File: src/rtl/serial_subtractor_pkg.sv
// Shared definitions for the bit-serial subtractor: state encoding, default width
// and the count-register width helper.
package serial_subtractor_pkg;

    localparam int unsigned DEFAULT_WIDTH = 8;

    typedef enum logic [1:0] {
        ST_IDLE  = 2'd0,
        ST_SHIFT = 2'd1,
        ST_DONE  = 2'd2
    } state_e;

    // Wide enough to hold WIDTH-1 with one bit of headroom.
    function automatic int unsigned count_width(input int unsigned width);
        return $clog2(width) + 1;
    endfunction

endpackage

File: src/rtl/full_subtractor_bit.sv
// Single-bit full subtractor cell: x - y - bin -> difference d, borrow bout.
module full_subtractor_bit (
    input  logic x,
    input  logic y,
    input  logic bin,
    output logic d,
    output logic bout
);

    assign d    = x ^ y ^ bin;
    assign bout = (~x & y) | (~(x ^ y) & bin);

endmodule

File: src/rtl/serial_subtractor.sv
// Bit-serial two's-complement subtractor (diff = a - b), LSB first, one bit per clock.
// Define SERIAL_SUBTRACTOR_OVF_EN to add the signed-overflow output ovf.
module serial_subtractor
    import serial_subtractor_pkg::*;
#(
    parameter int unsigned WIDTH = DEFAULT_WIDTH
) (
    input  logic             clk,
    input  logic             rst,
    input  logic             start,
    input  logic [WIDTH-1:0] a,
    input  logic [WIDTH-1:0] b,
    output logic             busy,
    output logic             done,
    output logic [WIDTH-1:0] diff,
    output logic             borrow_out
`ifdef SERIAL_SUBTRACTOR_OVF_EN
    ,
    output logic             ovf
`endif
);

    localparam int unsigned CW = count_width(WIDTH);

    state_e           state_q, state_d;
    logic [WIDTH-1:0] sa_q, sb_q, result_q, diff_q;
    logic [CW-1:0]    count_q;
    logic             borrow_q, borrow_out_q;
    logic             d_bit, bo_bit, last_bit;

`ifdef SERIAL_SUBTRACTOR_OVF_EN
    logic a_msb_q, b_msb_q, ovf_q;
`endif

    full_subtractor_bit u_cell (
        .x    (sa_q[0]),
        .y    (sb_q[0]),
        .bin  (borrow_q),
        .d    (d_bit),
        .bout (bo_bit)
    );

    assign last_bit = (count_q == CW'(WIDTH - 1));

    always_ff @(posedge clk) begin
        if (rst) begin
            state_q <= ST_IDLE;
        end else begin
            state_q <= state_d;
        end
    end

    always_comb begin
        state_d = state_q;
        case (state_q)
            ST_IDLE:  if (start) state_d = ST_SHIFT;
            ST_SHIFT: if (last_bit) state_d = ST_DONE;
            ST_DONE:  state_d = ST_IDLE;
            default:  state_d = ST_IDLE;
        endcase
    end

    always_comb begin
        busy = (state_q == ST_SHIFT);
        done = (state_q == ST_DONE);
    end

    always_ff @(posedge clk) begin
        if (rst) begin
            sa_q         <= '0;
            sb_q         <= '0;
            result_q     <= '0;
            diff_q       <= '0;
            count_q      <= '0;
            borrow_q     <= 1'b0;
            borrow_out_q <= 1'b0;
`ifdef SERIAL_SUBTRACTOR_OVF_EN
            a_msb_q      <= 1'b0;
            b_msb_q      <= 1'b0;
            ovf_q        <= 1'b0;
`endif
        end else begin
            case (state_q)
                ST_IDLE: begin
                    if (start) begin
                        sa_q     <= a;
                        sb_q     <= b;
                        borrow_q <= 1'b0;
                        count_q  <= '0;
`ifdef SERIAL_SUBTRACTOR_OVF_EN
                        a_msb_q  <= a[WIDTH-1];
                        b_msb_q  <= b[WIDTH-1];
`endif
                    end
                end
                ST_SHIFT: begin
                    result_q <= {d_bit, result_q[WIDTH-1:1]};
                    sa_q     <= sa_q >> 1;
                    sb_q     <= sb_q >> 1;
                    borrow_q <= bo_bit;
                    count_q  <= count_q + CW'(1);
                    // Publish on the final bit so outputs only move as DONE begins.
                    if (last_bit) begin
                        diff_q       <= {d_bit, result_q[WIDTH-1:1]};
                        borrow_out_q <= bo_bit;
`ifdef SERIAL_SUBTRACTOR_OVF_EN
                        ovf_q        <= (a_msb_q != b_msb_q) && (d_bit != a_msb_q);
`endif
                    end
                end
                default: ;
            endcase
        end
    end

    assign diff       = diff_q;
    assign borrow_out = borrow_out_q;
`ifdef SERIAL_SUBTRACTOR_OVF_EN
    assign ovf        = ovf_q;
`endif

endmodule

File: config.mk
export PLATFORM = sky130hd
export DESIGN_NAME = serial_subtractor
export DESIGN_NICKNAME = d
export VERILOG_FILES = /design/src/rtl/serial_subtractor_pkg.sv /design/src/rtl/full_subtractor_bit.sv /design/src/rtl/serial_subtractor.sv
export SDC_FILE = /design/constraint.sdc
export NUM_CORES = 1
export LEC_CHECK = 0
export BUFFER_PORTS_ARGS = -buffer_cell sky130_fd_sc_hd__clkbuf_2
export CAP_MARGIN = 20
export CORE_AREA = 3 3 58 60
export DETAILED_ROUTE_END_ITERATION = 10
export DIE_AREA = 0 0 61 63
export HOLD_SLACK_MARGIN = 0.15
export PLACE_DENSITY = 0.81
export SKIP_LAST_GASP = 1
export SYNTH_ARGS = -nofsm -noshare
export SYNTH_HDL_FRONTEND = slang
export SYNTH_SLANG_ARGS = --single-unit
File: constraint.sdc
create_clock -name clk -period 3.1 [get_ports clk]
set_input_delay 0.155 -clock clk [delete_from_list [all_inputs] [get_ports clk]]
set_output_delay 0.155 -clock clk [all_outputs]
set_load 0.02 [all_outputs]
==> flow_summary_export.csv, run 1 <==
group,metric,value,unit
clock_tree,cts_buffers,5,
pwr,powerDensity,522,nW/µm²
sta,drv_slew,0,
global_routing,grt_overflow_total,0,
sta,finalSetupViolations,0,
floorplan,die-area,3840,µm²
sta,slew_headroom,49.2,%
clock_tree,clkTransAtPathRegs,0.11,ns
finish,fin_nets,236,
pwr,peakVddDrop,0.265,mV
floorplan,start_util,56.3,%
critical_path,start_kind,"flop",
critical_path,endpoint_kind,"primary output",
synthesis,synth_edf_count,0,
sta,finalHoldViolations,0,
finish,final_cells,249,
synthesis,synthTopCellsByArea,"dfxtp_1 (47%), a211oi_1 (7.2%), nor2_1 (6.0%)",
global_routing,grt_pass1_wl,5970,µm
min_path,min_path_type,"in2reg",
critical_path,required,2.94,ns
pwr,power_frac_comb,10.5,%
placement,placed_cell_area,1770,µm²
clock_tree,cts_max_path_buffers,2,
global_routing,grt_pass1_vias,1323,
finish,area_growth,14.5,%
floorplan,io_pins,30,
job,maxCapViolCount,0,
clock_tree,cts_tree,"yes",
placement,place_congestion,0.779,
sta,max_clock_freq,506,MHz
pwr,p_sw_share,24.3,%
placement,io_buffers,29,
synthesis,synth_area,1680,µm²
synthesis,netlist_instances,187,
sta,setup_tns,0,ns
synthesis,synth_top_cell_area_share,46.5,%
synthesis,synth-main-ff-cell,"dfxtp_1",
drt,wl,3460,µm
finish,drive_gt1_share,22.2,%
global_routing,grt_max_degree,40,
pwr,leakage,0.757,nW
pwr,switching_power,0.244,mW
sta,finClkSkew,0.00935,ns
pwr,power.total,1.00,mW
pwr,seqPwrFrac,54.0,%
synthesis,synth_seq_area_share,46.5,%
drt,ant_nets,0,
clock_tree,clk_latency,0.36,ns
drt,drtIter0Drc,87,
floorplan,fp.dieH,63,µm
pwr,power_frac_clock,35.5,%
clock_tree,hold_buffers,7,
finish,final_cell_area,1920,µm²
synthesis,syn_nets,208,
drt,dr_total_vias,1431,
global_routing,antenna_found_initial,0,
global_routing,gr-usage-all-layers,20.4,%
floorplan,core-area,2980,µm²
clock_tree,clock_sinks,39,
synthesis,async_flop_share,0,%
drt,drcViolationCount,0,
critical_path,crit_fanout,28,
pwr,p_int,0.760,mW
finish,diodes,0,
floorplan,die_w,61,µm
synthesis,yosys-top-cells-count,"dfxtp_1 (39), nor2_1 (27), nand2_1 (18)",
sta,rsz0062_at_grt,"false",
critical_path,critPathArrivalTime,1.82,ns
synthesis,yosysWarnings,0,
sta,post-route-period-util,63.7,%
sta,worstMarginPinSlew,0.761,ns
sta,period_minus_slack,1.98,ns
placement,dpl.hpwl,2260,µm
synthesis,yosysUniqueCellTypes,33,
outcome,outcome,"finished, final reports clean",
clock_tree,cts_max_level,2,
drt,drt_pass1_iterations,4,
placement,dp_cells,234,
synthesis,synth-seq-cells,39,
clock_tree,clock-root-buffer,"clkbuf_4",
clock_tree,cts_resized,0,
drt,wl_per_cell,13.9,µm
floorplan,num_rows,20,
clock_tree,post-cts-setup-buffer-count,0,
synthesis,yosysMostFrequentCell,"dfxtp_1",
synthesis,synth_area_leader_cell,"dfxtp_1",
drt,vias_per_cell,5.75,
critical_path,critPathKind,"reg2out",
synthesis,syn_area_per_cell,8.97,µm²
[per-stage QoR]
stage	worst slack [ns]	hold WS (ns)	utilization [%]
finish	1.12	0.159	64.5
global route	0.972	0.158	64.5
floorplan	1.83	0.303	-
detailed placement	1.44	0.419	59.3
CTS	1.12	0.151	64.5
global placement	1.51	0.405	59.3
[cell usage in the layout, fill, tap and decap left out, types with 7 or more instances in the layout]
cell / instances
dfxtp_1: 39
clkbuf_2: 29
nor2_1: 27
nand2_1: 18
a21oi_1: 17
a211oi_1: 16
nand3_1: 10
o2bb2ai_1: 8
a21bo_2: 7
dlygate4sd3_1: 7
[state kept, by name (all words and copies together) (netlist names)]
register,cells
sa_q,8
sb_q,8
count_q,4
borrow_out,1
state_q,2
borrow_q,1
diff,8
result_q,7
[power groups by stage]
stage | sequential [mW] | combinational (mW) | clock [mW]
4_1_cts | 0.541 | 0.105 | 0.365
2_1_floorplan | 0.544 | 0.0833 | 0
3_3_place_gp | 0.551 | 0.0937 | 0
3_5_place_dp | 0.553 | 0.0979 | 0
5_1_grt | 0.546 | 0.119 | 0.382
6_report | 0.542 | 0.106 | 0.356
[cell families (layout without fill, tap and decap cells)]
kind of cell | count (synthesis) | in the layout | synth area share (%)
AO/OA/AOI/OAI | 64 | 64 | 28.0
AND/OR/NAND/NOR | 62 | 62 | 16.3
adder cells (fa/ha/maj) | 2 | 2 | 1.94
flip-flops | 39 | 39 | 46.5
buffers and inverters | 20 | 49 | 7.16
[area by class of cell]
type | count | area, µm²
tap | 33 | 41.3
inverter | 5 | 21.3
fill | 241 | 1060
timing repair buffer | 36 | 215
clock inverter | 2 | 35.0
sequential | 39 | 781
clock buffer | 6 | 51.3
multi-input combinational | 128 | 777
[worst max-delay path, cell delays in order, from the launching register on]
cell and delay [ns]:
dfxtp_1 0.78, nand2b_4 0.20, inv_4 0.26, clkbuf_2 0.22
[routing by layer]
layer / track usage [%] / share of wire [%]
met1: 26.7 / 43
met2: 31.0 / 50
met3: 6.82 / 4.9
met4: 7.05 / 1.4
met5: 0 / 0
[path summary, 6_finish.rpt]
kind | slack (ns) | end | from | cells after the start
worst max register to register | 1.38 | sa_q[3] | state_q[0] | 3
worst min-delay path | 0.16 | sa_q[4] | a[4] | 3
worst min register to register | 0.46 | result_q[1] | result_q[1] | 2
worst max-delay path | 1.12 | busy | state_q[0] | 3
(Power assumes the default switching activity.)
==> run 2: changes to the inputs <==
Settings changed: CORE_AREA 3 3 58 60 to 3 3 63 65, DIE_AREA 0 0 61 63 to 0 0 66 68, PLACE_DENSITY 0.81 to 0.72.
Clock period 3.1 ns to 1.78 ns, I/O delays scaled along.
==> run 2 against run 1 <==
Sequential share of layout area shrank 2.0 points; non-clock buffer count rose by 11; final cell count rose by 9.6%; cell area is 5.3% higher; core utilization fell by 4.8 points; die area grew 17%; routed wire length increased by 0.29%; register-to-register slack got worse by 1.0 ns; hold slack better by 0.038 ns; sequential cell count unchanged; clock skew grew 0.0044 ns; critical path type unchanged; largest cell class unchanged.
==> flow_summary_export.csv, run 2 (synthesis gave the netlist of run 1 again) <==
group,metric,value,unit
outcome,outcome,"finished, final reports clean",
placement,dp_cells,250,
pwr,powerDensity,812,nW/µm²
placement,place_congestion,0.712,
global_routing,gr-usage-all-layers,17.3,%
sta,setup_tns,0,ns
critical_path,slowest_stage,"dfxtp_2",
global_routing,grt_max_degree,40,
finish,post-route-util,59.7,%
placement,dpl.hpwl,2070,µm
floorplan,num_rows,21,
sta,period_minus_slack,1.51,ns
drt,wl_per_cell,12.7,µm
sta,finalSetupViolations,0,
floorplan,die_w,66,µm
floorplan,die-area,4490,µm²
pwr,peakVddDrop,0.513,mV
critical_path,critPathKind,"reg2out",
finish,diodes,0,
sta,slew_headroom,48.4,%
clock_tree,cts_max_path_buffers,2,
sta,finClkSkew,0.0137,ns
global_routing,antenna_found_initial,0,
sta,worstMarginPinSlew,0.773,ns
min_path,min_path_type,"in2reg",
finish,area_growth,20.7,%
finish,drive_gt1_share,22.5,%
critical_path,regToRegStartpoint,"count_q[0]",
critical_path,crit_path_max_incr_delay,0.48,ns
clock_tree,post-cts-setup-buffer-count,0,
floorplan,fp.dieH,68,µm
drt,drtIter0Drc,106,
critical_path,start_kind,"flop",
finish,layout_commonest_cell,"dfxtp_1",
clock_tree,clk_latency,0.34,ns
sta,max_clock_freq,664,MHz
critical_path,endpoint_kind,"primary output",
clock_tree,cts_max_level,2,
clock_tree,clock-root-buffer,"clkbuf_4",
drt,drcViolationCount,0,
placement,io_buffers,29,
pwr,power.total,1.64,mW
critical_path,crit_path_start,"state_q[0]",
finish,final_cell_area,2020,µm²
drt,dr_total_vias,1461,
drt,wl,3470,µm
clock_tree,cts_tree,"yes",
pwr,leakage,0.796,nW
placement,placed_cell_area,1800,µm²
clock_tree,cts_buffers,5,
floorplan,io_pins,30,
drt,ant_nets,0,
sta,hold_slack,0.197,ns
critical_path,crit_path_cell_trace,"nand2b_4, inv_4, clkbuf_2",
drt,drt_pass1_iterations,4,
floorplan,core-area,3390,µm²
drt,vias_per_cell,5.35,
sta,drv_slew,0,
global_routing,grt_pass1_vias,1335,
sta,finalHoldViolations,0,
sta,rsz0062_at_grt,"false",
critical_path,crit_fanout,28,
clock_tree,clock_sinks,39,
sta,post-route-period-util,84.6,%
global_routing,grt_pass1_wl,5980,µm
job,maxCapViolCount,0,
placement,dp_slack,0.378,ns
clock_tree,clkTransAtPathRegs,0.11,ns
global_routing,grt_overflow_total,0,
min_path,min-delay-start,"b[0]",
critical_path,critPathArrivalTime,1.42,ns
critical_path,required,1.69,ns
finish,fin_nets,247,
sta,setup_ws,0.274,ns
finish,mostFrequentLayoutCells,"dfxtp_1 (38), clkbuf_2 (29), nor2_1 (27)",
floorplan,start_util,49.5,%
finish,final_cells,273,
-- run 2: changes by cell type in the layout (fill, tap and decap cells not counted), sizes merged --
cell	delta
buf	+3
clkinv	-1
dlygate4sd3	+8
clkbuf	+2
bufinv	-1
-- run 2: power breakdown --
group          total [mW]  switching, mW  internal [mW]  leakage (nW)
clock network       0.499          0.267          0.233        0.0386
registers           0.941         0.0286          0.912         0.319
logic               0.203          0.108         0.0951         0.439
total                1.64          0.403           1.24         0.796
-- run 2: repair_timing --
action	in CTS	in global routing
resized for setup	0	1
hold buffers	15	0
hold endpoints to repair	15	0
setup endpoints to repair	0	1
-- run 2: final cells by class --
| class | instances | area [µm²] |
|---|---|---|
| clock buffer | 8 | 68.8 |
| fill | 307 | 1370 |
| sequential | 39 | 782 |
| multi-input combinational | 128 | 777 |
| inverter | 5 | 21.3 |
| timing repair buffer | 47 | 318 |
| tap | 46 | 57.6 |
-- run 2: path summary, 6_finish.rpt --
check	to	slack, ns	depth (start not counted)
min reg2reg	result_q[1]	0.46	2
min	sb_q[0]	0.20	4
max reg2reg	borrow_out	0.35	5
max	busy	0.27	3
-- run 2: layer usage --
metal	wire length [µm]	track usage, %	vias to the layer above
met4	59	9.14	0
met1	1610	21.5	667
met5	0	0	-
met2	1650	27.7	39
li1	-	-	749
met3	148	4.43	6
-- run 2: worst max-delay path: cells and delay by family, from the launching register on --
family | cells | cell delay [ns]
AND/OR/NAND/NOR | 1 | 0.14
buffers and inverters | 2 | 0.45
flip-flops | 1 | 0.48
